[config.mk]
export PLATFORM = sky130hd
export DESIGN_NAME = tlb_maint_seq_flat
export DESIGN_NICKNAME = d
export VERILOG_FILES = /design/src/rtl/tlb_maint_seq_if.sv /design/src/rtl/tlb_maint_seq.sv /design/src/flat_wrapper.sv
export SDC_FILE = /design/constraint.sdc
export NUM_CORES = 1
export LEC_CHECK = 0
export CORE_MARGIN = 3
export CORE_UTILIZATION = 49
export CTS_CLUSTER_DIAMETER = 100
export DETAILED_ROUTE_END_ITERATION = 7
export GPL_TIMING_DRIVEN = 1
export HOLD_SLACK_MARGIN = 0.02
export PLACE_DENSITY = 0.89
export SYNTH_ARGS = -nofsm -noshare
export SYNTH_HDL_FRONTEND = slang
export SYNTH_SLANG_ARGS = --single-unit
[constraint.sdc]
create_clock -name aclk -period 4.4 [get_ports aclk]
set_input_delay 0.44 -clock aclk [delete_from_list [all_inputs] [get_ports aclk]]
set_output_delay 0.44 -clock aclk [all_outputs]
set_load 0.05 [all_outputs]
[src/rtl/tlb_maint_seq_if.sv]
// tlb_maint_seq_if: MEM-stage request/response and TLB array access signals for the maintenance sequencer
interface tlb_maint_seq_if #(parameter int TLBNUMSIZE = 4);
  logic                  flush;
  logic                  req_valid;
  logic                  req_ready;
  logic [2:0]            req_op;
  logic [2:0]            req_invop;
  logic [9:0]            req_asid;
  logic [18:0]           req_vppn;
  logic [TLBNUMSIZE-1:0] req_index;
  logic [TLBNUMSIZE-1:0] tlb_rd_idx;
  logic                  tlb_rd_e;
  logic                  tlb_rd_g;
  logic [9:0]            tlb_rd_asid;
  logic [5:0]            tlb_rd_ps;
  logic [18:0]           tlb_rd_vppn;
  logic                  tlb_clr_en;
  logic                  tlb_wr_en;
  logic [TLBNUMSIZE-1:0] tlb_wr_idx;
  logic                  done_valid;
  logic                  done_ne;
  logic [TLBNUMSIZE-1:0] done_index;
  logic                  done_ine;
  modport slave (
    input  flush, req_valid, req_op, req_invop, req_asid, req_vppn, req_index,
           tlb_rd_e, tlb_rd_g, tlb_rd_asid, tlb_rd_ps, tlb_rd_vppn,
    output req_ready, tlb_rd_idx, tlb_clr_en, tlb_wr_en, tlb_wr_idx,
           done_valid, done_ne, done_index, done_ine
  );
  modport master (
    output flush, req_valid, req_op, req_invop, req_asid, req_vppn, req_index,
           tlb_rd_e, tlb_rd_g, tlb_rd_asid, tlb_rd_ps, tlb_rd_vppn,
    input  req_ready, tlb_rd_idx, tlb_clr_en, tlb_wr_en, tlb_wr_idx,
           done_valid, done_ne, done_index, done_ine
  );
endinterface

[src/rtl/tlb_maint_seq.sv]
// tlb_maint_seq: sequences TLBSRCH/RD/WR/FILL/INVTLB against the TLB array, one entry scanned per cycle
module tlb_maint_seq #(
  parameter int TLBNUM     = 16,
  parameter int TLBNUMSIZE = $clog2(TLBNUM)
) (
  input logic aclk,
  input logic aresetn,
  tlb_maint_seq_if.slave bus
);
  typedef enum logic [1:0] {IDLE, SCAN, RESP} state_t;
  state_t state, state_n;
  logic [TLBNUMSIZE-1:0] ptr, fill_cnt, lat_idx, res_idx;
  logic [2:0] lat_op, lat_invop;
  logic [9:0] lat_asid;
  logic [18:0] lat_vppn;
  logic res_ne, res_ine;
  logic accept, scan_op, last, amatch, vmatch, hit, inv_cond, resp, wr;
  assign accept   = bus.req_valid && state == IDLE && !bus.flush;
  assign scan_op  = bus.req_op == 3'd0 || (bus.req_op == 3'd4 && bus.req_invop != 3'd7);
  assign last     = ptr == TLBNUMSIZE'(TLBNUM - 1);
  assign amatch   = bus.tlb_rd_asid == lat_asid;
  assign vmatch   = bus.tlb_rd_ps == 6'd21 ? bus.tlb_rd_vppn[18:9] == lat_vppn[18:9]
                                           : bus.tlb_rd_vppn == lat_vppn;
  assign hit      = bus.tlb_rd_e && (bus.tlb_rd_g || amatch) && vmatch;
  assign inv_cond = lat_invop < 3'd2  ? 1'b1 :
                    lat_invop == 3'd2 ? bus.tlb_rd_g :
                    lat_invop == 3'd3 ? !bus.tlb_rd_g :
                    lat_invop == 3'd4 ? !bus.tlb_rd_g && amatch :
                    lat_invop == 3'd5 ? !bus.tlb_rd_g && amatch && vmatch :
                    lat_invop == 3'd6 ? (bus.tlb_rd_g || amatch) && vmatch : 1'b0;
  always_comb begin
    state_n = state;
    state_n = state == IDLE ? (accept ? (scan_op ? SCAN : RESP) : IDLE) :
              state == SCAN ? (bus.flush ? IDLE :
                               (last || (lat_op == 3'd0 && hit)) ? RESP : SCAN) : IDLE;
  end
  always_ff @(posedge aclk or negedge aresetn)
    if (!aresetn) state <= IDLE;
    else          state <= state_n;
  // A flush in RESP suppresses both the completion and the write strobe
  assign resp           = state == RESP && !bus.flush;
  assign wr             = resp && (lat_op == 3'd2 || lat_op == 3'd3);
  assign bus.req_ready  = state == IDLE;
  assign bus.tlb_rd_idx = state == SCAN ? ptr : (resp && lat_op == 3'd1) ? lat_idx : '0;
  assign bus.tlb_clr_en = state == SCAN && !bus.flush && lat_op == 3'd4 && bus.tlb_rd_e && inv_cond;
  assign bus.tlb_wr_en  = wr;
  assign bus.tlb_wr_idx = wr ? lat_idx : '0;
  assign bus.done_valid = resp;
  assign bus.done_ne    = resp && res_ne;
  assign bus.done_index = resp ? res_idx : '0;
  assign bus.done_ine   = resp && res_ine;
  always_ff @(posedge aclk or negedge aresetn)
    if (!aresetn) begin
      ptr       <= '0;
      fill_cnt  <= '0;
      lat_idx   <= '0;
      res_idx   <= '0;
      lat_op    <= '0;
      lat_invop <= '0;
      lat_asid  <= '0;
      lat_vppn  <= '0;
      res_ne    <= 1'b0;
      res_ine   <= 1'b0;
    end else begin
      fill_cnt <= fill_cnt + 1'b1;
      ptr      <= accept ? '0 : state == SCAN ? ptr + 1'b1 : ptr;
      if (accept) begin
        lat_op    <= bus.req_op;
        lat_invop <= bus.req_invop;
        lat_asid  <= bus.req_asid;
        lat_vppn  <= bus.req_vppn;
        lat_idx   <= bus.req_op == 3'd3 ? fill_cnt : bus.req_index;
        res_idx   <= bus.req_op == 3'd1 ? bus.req_index : '0;
        res_ne    <= 1'b0;
        res_ine   <= bus.req_op > 3'd4 || (bus.req_op == 3'd4 && bus.req_invop == 3'd7);
      end else if (state == SCAN && lat_op == 3'd0) begin
        if (hit)       res_idx <= ptr;
        else if (last) res_ne  <= 1'b1;
      end
    end
endmodule

[src/flat_wrapper.sv]
// flat-port wrapper written by rule: the top's interface ports become plain ports
module tlb_maint_seq_flat 
#(
  parameter int TLBNUM     = 16,
  parameter int TLBNUMSIZE = $clog2(TLBNUM)
)
  (aclk, aresetn, bus_flush, bus_req_valid, bus_req_op, bus_req_invop, bus_req_asid, bus_req_vppn, bus_req_index, bus_tlb_rd_e, bus_tlb_rd_g, bus_tlb_rd_asid, bus_tlb_rd_ps, bus_tlb_rd_vppn, bus_req_ready, bus_tlb_rd_idx, bus_tlb_clr_en, bus_tlb_wr_en, bus_tlb_wr_idx, bus_done_valid, bus_done_ne, bus_done_index, bus_done_ine);
  tlb_maint_seq_if #(.TLBNUMSIZE(TLBNUMSIZE)) bus_i ();
  input logic aclk;
  input logic aresetn;
  input wire logic [$bits(bus_i.flush)-1:0] bus_flush;
  input wire logic [$bits(bus_i.req_valid)-1:0] bus_req_valid;
  input wire logic [$bits(bus_i.req_op)-1:0] bus_req_op;
  input wire logic [$bits(bus_i.req_invop)-1:0] bus_req_invop;
  input wire logic [$bits(bus_i.req_asid)-1:0] bus_req_asid;
  input wire logic [$bits(bus_i.req_vppn)-1:0] bus_req_vppn;
  input wire logic [$bits(bus_i.req_index)-1:0] bus_req_index;
  input wire logic [$bits(bus_i.tlb_rd_e)-1:0] bus_tlb_rd_e;
  input wire logic [$bits(bus_i.tlb_rd_g)-1:0] bus_tlb_rd_g;
  input wire logic [$bits(bus_i.tlb_rd_asid)-1:0] bus_tlb_rd_asid;
  input wire logic [$bits(bus_i.tlb_rd_ps)-1:0] bus_tlb_rd_ps;
  input wire logic [$bits(bus_i.tlb_rd_vppn)-1:0] bus_tlb_rd_vppn;
  output wire logic [$bits(bus_i.req_ready)-1:0] bus_req_ready;
  output wire logic [$bits(bus_i.tlb_rd_idx)-1:0] bus_tlb_rd_idx;
  output wire logic [$bits(bus_i.tlb_clr_en)-1:0] bus_tlb_clr_en;
  output wire logic [$bits(bus_i.tlb_wr_en)-1:0] bus_tlb_wr_en;
  output wire logic [$bits(bus_i.tlb_wr_idx)-1:0] bus_tlb_wr_idx;
  output wire logic [$bits(bus_i.done_valid)-1:0] bus_done_valid;
  output wire logic [$bits(bus_i.done_ne)-1:0] bus_done_ne;
  output wire logic [$bits(bus_i.done_index)-1:0] bus_done_index;
  output wire logic [$bits(bus_i.done_ine)-1:0] bus_done_ine;
  assign bus_i.flush = bus_flush;
  assign bus_i.req_valid = bus_req_valid;
  assign bus_i.req_op = bus_req_op;
  assign bus_i.req_invop = bus_req_invop;
  assign bus_i.req_asid = bus_req_asid;
  assign bus_i.req_vppn = bus_req_vppn;
  assign bus_i.req_index = bus_req_index;
  assign bus_i.tlb_rd_e = bus_tlb_rd_e;
  assign bus_i.tlb_rd_g = bus_tlb_rd_g;
  assign bus_i.tlb_rd_asid = bus_tlb_rd_asid;
  assign bus_i.tlb_rd_ps = bus_tlb_rd_ps;
  assign bus_i.tlb_rd_vppn = bus_tlb_rd_vppn;
  assign bus_req_ready = bus_i.req_ready;
  assign bus_tlb_rd_idx = bus_i.tlb_rd_idx;
  assign bus_tlb_clr_en = bus_i.tlb_clr_en;
  assign bus_tlb_wr_en = bus_i.tlb_wr_en;
  assign bus_tlb_wr_idx = bus_i.tlb_wr_idx;
  assign bus_done_valid = bus_i.done_valid;
  assign bus_done_ne = bus_i.done_ne;
  assign bus_done_index = bus_i.done_index;
  assign bus_done_ine = bus_i.done_ine;
  tlb_maint_seq #(.TLBNUM(TLBNUM), .TLBNUMSIZE(TLBNUMSIZE)) u_core (.aclk(aclk), .aresetn(aresetn), .bus(bus_i));
endmodule
==> impl_metrics.toml, run 1 <==
[die]
initial_utilization = 0.529
core-area_um2 = 5300
die_y_um = 81.6
fp.dieArea_um2 = 6660
die_x_um = 81.6
io_pins = 98
num_rows = 26

[critical_path]
end_kind = "output pin"
crit_type = "in2out"
reg2reg_depth = 6
cp.required_ns = 3.96
startpoint_type = "input pin"
arrival_ns = 3.28
crit_fanout = 4

[clock_tree]
clk_latency_ns = 0.31
cts_tree = "done"
clk_pin_slew_ns = 0.09
cts.sinks = 55
cts_hold_buffers = 0
ctsResizeCount = 0
numCtsBuffers = 5
cts.path.max_buffers = 2
cts_root_buffer = "clkbuf_8"
cts_setup_buffers = 0
htreeDepth = 2

[yosys]
synth_common_cells = "nand2_1 (113), dfrtp_1 (55), xor2_1 (31)"
yosys.area.top_type = "dfrtp_1"
syn_area_um2 = 2800
synth_cell_type_count = 40
yosysWarnings = 0
synth_top_cell_area_share = 0.491
synth_edf_count = 0
ys_async_sr_fraction = 1.00
ys.flop_type = "dfrtp_1"
ys_ff_latch = 55
yosys-top-cells-area = "dfrtp_1 (49%), nand2_1 (15%), xor2_1 (9.7%)"
syn-num-nets = 391
syn_area_per_cell_um2 = 9.07
yosysMostFrequentCell = "nand2_1"
seq_area_frac_synth = 0.491
netlist_instances = 309

[power_and_ir_drop]
p_seq_frac = 0.511
power_w = 0.00130
ir_drop_v = 0.000167
p_int_w = 0.000924
p_switching_w = 0.000378
p_sw_frac = 0.291
p_leak_nw = 1.86
clkPwrFrac = 0.249
pwr-share-comb = 0.241
powerDensity_nw_per_um2 = 328

[global_routing]
antenna_found_initial = 0
overflow = 0
grt_pass1_vias = 2436
grt_usage = 0.214
grt_max_degree = 56
grt_pass1_wl_um = 10900

[route]
viasPerCell = 5.15
vias = 2456
route.detailed.drc = 0
ant_nets = 0
drtPass1Iterations = 4
routedWlPerCell_um = 14.2
drt_iter0_drc = 63
routed_wl_um = 6750

[sta]
slew_violations = 0
rsz0062_at_grt = "no"
setup_viol = 0
relSlewSlack = 0.545
hold_viol = 0
worst_clock_skew_ns = 0.00726
fin_setup_tns_ns = 0
period_share = 0.846
period_minus_slack_ns = 3.72
tightest_slew_ns = 0.673
max_freq_mhz = 269

[finish]
drive_gt1_frac = 0.0541
area_growth_pct = 41.5
final-seq-area_um2 = 1380
fillCellCount = 402
diodes = 0
multi_input_area_um2 = 1390
design_area_um2 = 3970
fin_util = 0.748
fin_nets = 489

[place]
place.gp.congestion = 0.818
port_buffers = 97
dp.final_hpwl_um = 5150
dpl_cell_area_um2 = 3860

[outcome]
status = "complete, no violations"

[hold_path]
hp-class = "in2async"

[job]
max-cap-violations = 0
metal layers:
metal | up-vias | global-route usage | wire length, um
met4 | 0 | 0.0498 | 64
li1 | 1219 | - | -
met2 | 75 | 0.381 | 3480
met1 | 1154 | 0.252 | 2730
met5 | - | 0 | 0
met3 | 8 | 0.0647 | 482
critical path, cell delays in order:
cell             delay (ns)
clkdlybuf4s50_1        0.41
xor2_1                 0.14
nor4_1                 0.47
a31oi_1                0.19
nor3_1                 0.41
a31oi_1                0.16
nor4_1                 0.21
clkdlybuf4s50_1        0.86
sequential cells by signal, summed over array words and instances, names as in the netlist:
| name | cells |
|---|---|
| u_core.lat_invop | 3 |
| u_core.res_ne | 1 |
| u_core.ptr | 4 |
| u_core.state | 2 |
| u_core.fill_cnt | 4 |
| u_core.lat_idx | 4 |
| u_core.lat_asid | 10 |
| u_core.res_ine | 1 |
| u_core.lat_op | 3 |
| u_core.lat_vppn | 19 |
| u_core.res_idx | 4 |
layout by cell type (no fill, tap or decap), types with 2 or more instances in the layout:
cell | netlist | final
nand2_1 | 113 | 113
clkdlybuf4s50_1 | 0 | 96
dfrtp_1 | 55 | 55
xor2_1 | 31 | 31
nor2_1 | 17 | 17
and3_1 | 7 | 7
nor4_1 | 6 | 6
a21oi_1 | 6 | 6
and2_1 | 5 | 5
clkbuf_8 | 0 | 5
buf_4 | 0 | 5
xnor2_1 | 4 | 4
a22o_1 | 4 | 4
o21ai_1 | 4 | 4
a2bb2oi_2 | 4 | 4
mux2i_1 | 4 | 4
nor3_1 | 3 | 3
nand4_1 | 3 | 3
a31oi_1 | 3 | 3
o21ai_0 | 3 | 3
nand3_1 | 2 | 2
nor4b_1 | 3 | 2
nor3b_1 | 2 | 2
ha_1 | 2 | 2
logic make-up (layout without fill, tap and decap cells):
family	Yosys count	in the layout	synth area share
AOI/OAI and AO/OA	29	29	0.0781
xor gates and xnor gates	35	35	0.109
adders and majority gates	2	2	0.00893
buffers and inverters	12	110	0.0161
DFF	55	55	0.491
muxes	5	5	0.0183
and+or+nand+nor	171	171	0.278
final timing paths:
| path | start | to | slack (ns) |
|---|---|---|---|
| hold / removal | aresetn | u_core.res_idx[1] | 0.26 |
| max in group asynchronous | aresetn | u_core.lat_idx[2] | 3.70 |
| setup reg to reg | u_core.lat_asid[5] | u_core.res_idx[2] | 2.21 |
| min in group aclk | u_core.fill_cnt[0] | u_core.fill_cnt[0] | 0.48 |
| setup / recovery | bus_tlb_rd_asid[5] | bus_tlb_clr_en | 0.68 |
| hold reg to reg | u_core.fill_cnt[0] | u_core.fill_cnt[0] | 0.48 |
area by class of cell:
type                            instances  share of cell area
Timing Repair Buffer                  102               0.253
Tap cell                               70              0.0221
Inverter                                1            0.000947
Multi-Input combinational cell        242               0.350
Sequential cell                        55               0.347
Clock buffer                            5              0.0174
Clock inverter                          2             0.00947
power groups by stage:
| stage | Combinational (W) | Clock, W | Sequential [W] |
|---|---|---|---|
| 6_report | 0.000313 | 0.000324 | 0.000665 |
| 5_1_grt | 0.000350 | 0.000356 | 0.000676 |
| 4_1_cts | 0.000317 | 0.000333 | 0.000664 |
| 3_5_place_dp | 0.000315 | 0 | 0.000674 |
| 3_3_place_gp | 0.000302 | 0 | 0.000670 |
| 2_1_floorplan | 0.000188 | 0 | 0.000653 |
stage by stage:
step	setup WS (ns)	std cells	hold WS, ns
2_1_floorplan	1.01	309	0.144
3_3_place_gp	0.772	470	0.455
3_5_place_dp	0.666	470	0.470
4_1_cts	0.662	477	0.276
5_1_grt	0.473	477	0.309
6_report	0.680	477	0.255
Power figures use the tool's default switching activity.
==> run 2: changes to the inputs <==
--- a/config.mk
+++ b/config.mk
@@ -6,12 +6,12 @@
 export NUM_CORES = 1
 export LEC_CHECK = 0
 export CORE_MARGIN = 3
-export CORE_UTILIZATION = 49
+export CORE_UTILIZATION = 45
 export CTS_CLUSTER_DIAMETER = 100
 export DETAILED_ROUTE_END_ITERATION = 7
 export GPL_TIMING_DRIVEN = 1
 export HOLD_SLACK_MARGIN = 0.02
-export PLACE_DENSITY = 0.89
+export PLACE_DENSITY = 0.83
 export SYNTH_ARGS = -nofsm -noshare
 export SYNTH_HDL_FRONTEND = slang
 export SYNTH_SLANG_ARGS = --single-unit
==> constraint.sdc (replaced) <==
create_clock -name aclk -period 3.6 [get_ports aclk]
set_input_delay 0.36 -clock aclk [delete_from_list [all_inputs] [get_ports aclk]]
set_output_delay 0.36 -clock aclk [all_outputs]
set_load 0.05 [all_outputs]
==> run 2 against run 1 <==
  * Combinational power up 24%
  * Critical endpoint unchanged
  * Non-clock buffer count up 1
  * Worst hold slack worse by 0.082 ns
  * Clock skew down 0.0024 ns
  * Sequential power up 22%
==> impl_metrics.toml, run 2 (synthesized netlist as in run 1, its figures left out) <==
[clock_tree]
cts.sinks = 55
cts_tree = "done"
ctsResizeCount = 0
clk_pin_slew_ns = 0.09
numCtsBuffers = 5
cts_root_buffer = "clkbuf_8"
clk_latency_ns = 0.31
cts.path.max_buffers = 2
htreeDepth = 2
cts_setup_buffers = 0
cts_hold_buffers = 0

[critical_path]
crit_fanout = 4
path_delay_family = "simple AND/OR/NAND/NOR gates"
r2r_slack_ns = 1.35
crit_path_top_delay_cell = "nor4_1"
rr_startpoint = "u_core.lat_asid[5]"
critPathLaunch = "bus_tlb_rd_asid[5]"
cp.required_ns = 3.24
end_kind = "output pin"
crit_buf_inv = 2
r2r_end = "u_core.res_idx[0]"
arrival_ns = 2.82
path_depth = 8
crit_type = "in2out"
path_cells = "clkdlybuf4s50_1 > xor2_1 > nor4_1 > a31oi_1 > nor3_1 > a31oi_1 > nor4_1 > buf_12"
cpPeakStageDelay_ns = 0.49
critPathCapture = "bus_tlb_clr_en"
startpoint_type = "input pin"
reg2reg_depth = 6

[route]
vias = 2512
route.detailed.drc = 0
routed_wl_um = 7110
routedWlPerCell_um = 14.7
ant_nets = 0
drt_iter0_drc = 105
viasPerCell = 5.19
drtPass1Iterations = 5

[die]
initial_utilization = 0.468
fp.dieArea_um2 = 7210
core-area_um2 = 5990
die_y_um = 84.9
io_pins = 98
num_rows = 28
die_x_um = 84.9

[sta]
max_freq_mhz = 314
relSlewSlack = 0.510
hold_viol = 0
whs_ns = 0.173
slew_violations = 0
rsz0062_at_grt = "no"
tightest_slew_ns = 0.725
fin_setup_tns_ns = 0
setup_viol = 0
worst_clock_skew_ns = 0.00485
period_share = 0.884
period_minus_slack_ns = 3.18

[power_and_ir_drop]
p_sw_frac = 0.300
powerDensity_nw_per_um2 = 396
ir_drop_v = 0.000198
pwr-share-comb = 0.246
p_switching_w = 0.000472
clkPwrFrac = 0.237
p_int_w = 0.00110
p_leak_nw = 1.88
p_seq_frac = 0.517
power_w = 0.00158

[global_routing]
grt_pass1_vias = 2514
overflow = 0
grt_pass1_wl_um = 11700
grt_max_degree = 56
grt_usage = 0.202
antenna_found_initial = 0

[finish]
fin_nets = 490
regMostFlops = "u_core.lat_vppn"
final_cell_mix = "nand2_1 (113), clkdlybuf4s50_1 (95), dfrtp_1 (55)"
fillCellCount = 486
diodes = 0
reg_top3 = "u_core.lat_vppn: 19 flops, u_core.lat_asid: 10 flops"
area_growth_pct = 42.1
final_common_cell = "nand2_1"
drive_gt1_frac = 0.0587
largest_reg_flops = 19

[place]
dp.final_hpwl_um = 5360
place.gp.congestion = 0.839
port_buffers = 97

[hold_path]
hp-class = "in2async"

[outcome]
status = "complete, no violations"

[job]
max-cap-violations = 0
run 2: power groups by stage:
stage | registers (W) | clock network [W] | logic [W]
6_report | 0.000814 | 0.000373 | 0.000388
5_1_grt | 0.000826 | 0.000405 | 0.000437
4_1_cts | 0.000813 | 0.000379 | 0.000394
3_5_place_dp | 0.000824 | 0 | 0.000391
3_3_place_gp | 0.000819 | 0 | 0.000373
2_1_floorplan | 0.000798 | 0 | 0.000229
run 2: metrics by stage:
stage / util / area, um^2 / cells / setup slack [ns]
after global routing: 0.665 / 3980 / 484 / 0.182
after global placement: 0.648 / 3880 / 476 / 0.573
after CTS: 0.665 / 3980 / 484 / 0.426
after floorplan: - / 2800 / 309 / 0.336
after detailed placement: 0.648 / 3880 / 476 / 0.429
final: 0.665 / 3980 / 484 / 0.416
run 2: how the worst min path moves through the flow:
stage	cells past startpoint	end	startpoint
global route	2	u_core.ptr[3]	aresetn
CTS	2	u_core.res_idx[0]	aresetn
detailed placement	1	u_core.fill_cnt[0]	u_core.fill_cnt[0]
global placement	1	u_core.fill_cnt[0]	u_core.fill_cnt[0]
finish	2	u_core.res_idx[1]	aresetn
floorplan	0	u_core.fill_cnt[0]	aresetn
run 2: layer usage:
metal,track usage,part of all wire,up-vias
met5,0,0,-
met4,0.0676,0.016,0
met3,0.0437,0.061,12
met2,0.337,0.51,82
met1,0.261,0.41,1198
li1,-,-,1220
run 2: cell type report:
type | count | area [um^2] | share of cell area
clock buffers | 8 | 100 | 0.0251
inverters | 1 | 3.75 | 0.000943
multi-input cells | 242 | 1390 | 0.348
flip-flops and latches | 55 | 1380 | 0.346
well taps | 75 | 93.8 | 0.0236
repair buffers | 103 | 1020 | 0.256
run 2: worst reg2reg max path, cell delays in order, from the launching register on:
cell and delay, ns:
dfrtp_1 0.40, xor2_1 0.16, nor4_1 0.49, a31oi_1 0.22, or4_4 0.61, o21ai_1 0.19, a2bb2oi_2 0.07
==> run 3: changes to the inputs <==
--- a/config.mk
+++ b/config.mk
@@ -6,12 +6,12 @@
 export NUM_CORES = 1
 export LEC_CHECK = 0
 export CORE_MARGIN = 3
-export CORE_UTILIZATION = 45
+export CORE_UTILIZATION = 49
 export CTS_CLUSTER_DIAMETER = 100
 export DETAILED_ROUTE_END_ITERATION = 7
 export GPL_TIMING_DRIVEN = 1
 export HOLD_SLACK_MARGIN = 0.02
-export PLACE_DENSITY = 0.83
+export PLACE_DENSITY = 0.89
 export SYNTH_ARGS = -nofsm -noshare
 export SYNTH_HDL_FRONTEND = slang
 export SYNTH_SLANG_ARGS = --single-unit
==> constraint.sdc (replaced) <==
create_clock -name aclk -period 3.95 [get_ports aclk]
set_input_delay 0.395 -clock aclk [delete_from_list [all_inputs] [get_ports aclk]]
set_output_delay 0.395 -clock aclk [all_outputs]
set_load 0.05 [all_outputs]
==> run 3 against run 2 <==
  * Critical path depth decreased by 2
  * Combinational power shrank 8.8%
  * Via count shrank 0.56%
  * Critical path type unchanged
  * Critical endpoint is now bus_tlb_wr_idx[3]
  * Highest routed layer unchanged
==> impl_metrics.toml, run 3 (synthesized netlist as in run 1, its figures left out) <==
[route]
dr_wl_met3_um = 431
vias = 2498
drt_iter0_drc = 76
top_layer = "met4"
drtPass1Iterations = 4
routed_wl_um = 7070
route.detailed.drc = 0
wl_met2_um = 3640
routedWlPerCell_um = 14.8
met1_length_um = 2930
ant_nets = 0
viasPerCell = 5.23

[critical_path]
crit_fanout = 9
rr_startpoint = "u_core.state[0]"
startpoint_type = "input pin"
arrival_ns = 2.66
end_kind = "output pin"
crit_type = "in2out"
critPathLaunch = "bus_flush"
cp.required_ns = 3.56

[sta]
tightest_slew_ns = 0.726
relSlewSlack = 0.509
fin_setup_tns_ns = 0
period_minus_slack_ns = 3.06
whs_ns = 0.108
setup_viol = 0
hold_viol = 0
fin_ws_ns = 0.893
worst_clock_skew_ns = 0.00440
slew_violations = 0
rsz0062_at_grt = "no"
max_freq_mhz = 327
period_share = 0.774

[finish]
fillCellCount = 409
final_common_cell = "nand2_1"
final_cell_mix = "nand2_1 (113), clkdlybuf4s50_1 (95), dfrtp_1 (55)"
regMostFlops = "u_core.lat_vppn"
reg_top3 = "u_core.lat_vppn: 19 flops, u_core.lat_asid: 10 flops"
design_area_um2 = 3960
fin_cells = 478
area_growth_pct = 41.2
fin_nets = 489
diodes = 0
drive_gt1_frac = 0.0564
largest_reg_flops = 19

[clock_tree]
cts_root_buffer = "clkbuf_8"
cts_setup_buffers = 0
clk_latency_ns = 0.30
cts_hold_buffers = 0
clk_pin_slew_ns = 0.09
cts.sinks = 55
numCtsBuffers = 5
ctsResizeCount = 0
htreeDepth = 2
cts.path.max_buffers = 2
cts_tree = "done"

[die]
io_pins = 98
die_x_um = 81.6
fp.dieArea_um2 = 6660
initial_utilization = 0.529
die_y_um = 81.6
num_rows = 26
core-area_um2 = 5300

[outcome]
status = "complete, no violations"

[global_routing]
grt_pass1_wl_um = 11400
overflow = 0
grt_pass1_vias = 2523
grt_usage = 0.221
grt_max_degree = 45
antenna_found_initial = 0

[place]
dp.final_hpwl_um = 5290
post-place-cells = 470
preCtsSetupSlack_ns = 0.900
dpl_cell_area_um2 = 3860
place.gp.congestion = 0.877
port_buffers = 97

[hold_path]
hp-class = "in2async"

[job]
max-cap-violations = 0

[power_and_ir_drop]
ir_drop_v = 0.000266
p_leak_nw = 1.87
powerDensity_nw_per_um2 = 362
run 3: critical path: stages:
cell and delay [ns]:
clkdlybuf4s50_1 0.47, nor2_1 0.42, and2_1 0.21, and3b_1 0.22
and2_1 0.15, clkdlybuf4s50_1 0.80
run 3: stage by stage:
stage                     power, W   util
final                      0.00143  0.746
after global routing       0.00151  0.746
after CTS                  0.00144  0.746
after detailed placement   0.00110  0.727
after global placement     0.00108  0.727
after floorplan           0.000936      -
run 3: routing by layer:
metal,track usage,up-vias
met5,0,-
met4,0.0498,0
met3,0.0581,7
met2,0.403,82
met1,0.261,1190
li1,-,1219
run 3: final timing paths:
path                                     end  slack, ns  cells after the start
min                            u_core.ptr[3]       0.11                      1
max                        bus_tlb_wr_idx[3]       0.89                      6
max reg2reg                u_core.res_idx[0]       1.61                      6
min reg2reg                   u_core.res_ine       0.49                      2
max in group asynchronous  u_core.lat_idx[0]       3.04                      2
min in group aclk             u_core.res_ine       0.49                      2
run 3: layout make-up:
cell class              instances  area, um^2  share of cell area
repair buffers                102        1000               0.253
multi-input cells             242        1390               0.351
clock buffers                   8         100              0.0253
inverters                       1        3.75            0.000949
well taps                      70        87.6              0.0221
flip-flops and latches         55        1380               0.348
run 3: report_power, final:
part / leakage, nW / total, W / switching (W) / internal, W
clock network: 0.0515 / 0.000334 / 0.000174 / 0.000160
registers: 0.686 / 0.000742 / 0.0000849 / 0.000658
logic: 1.13 / 0.000354 / 0.000168 / 0.000186
total: 1.87 / 0.00143 / 0.000427 / 0.00100
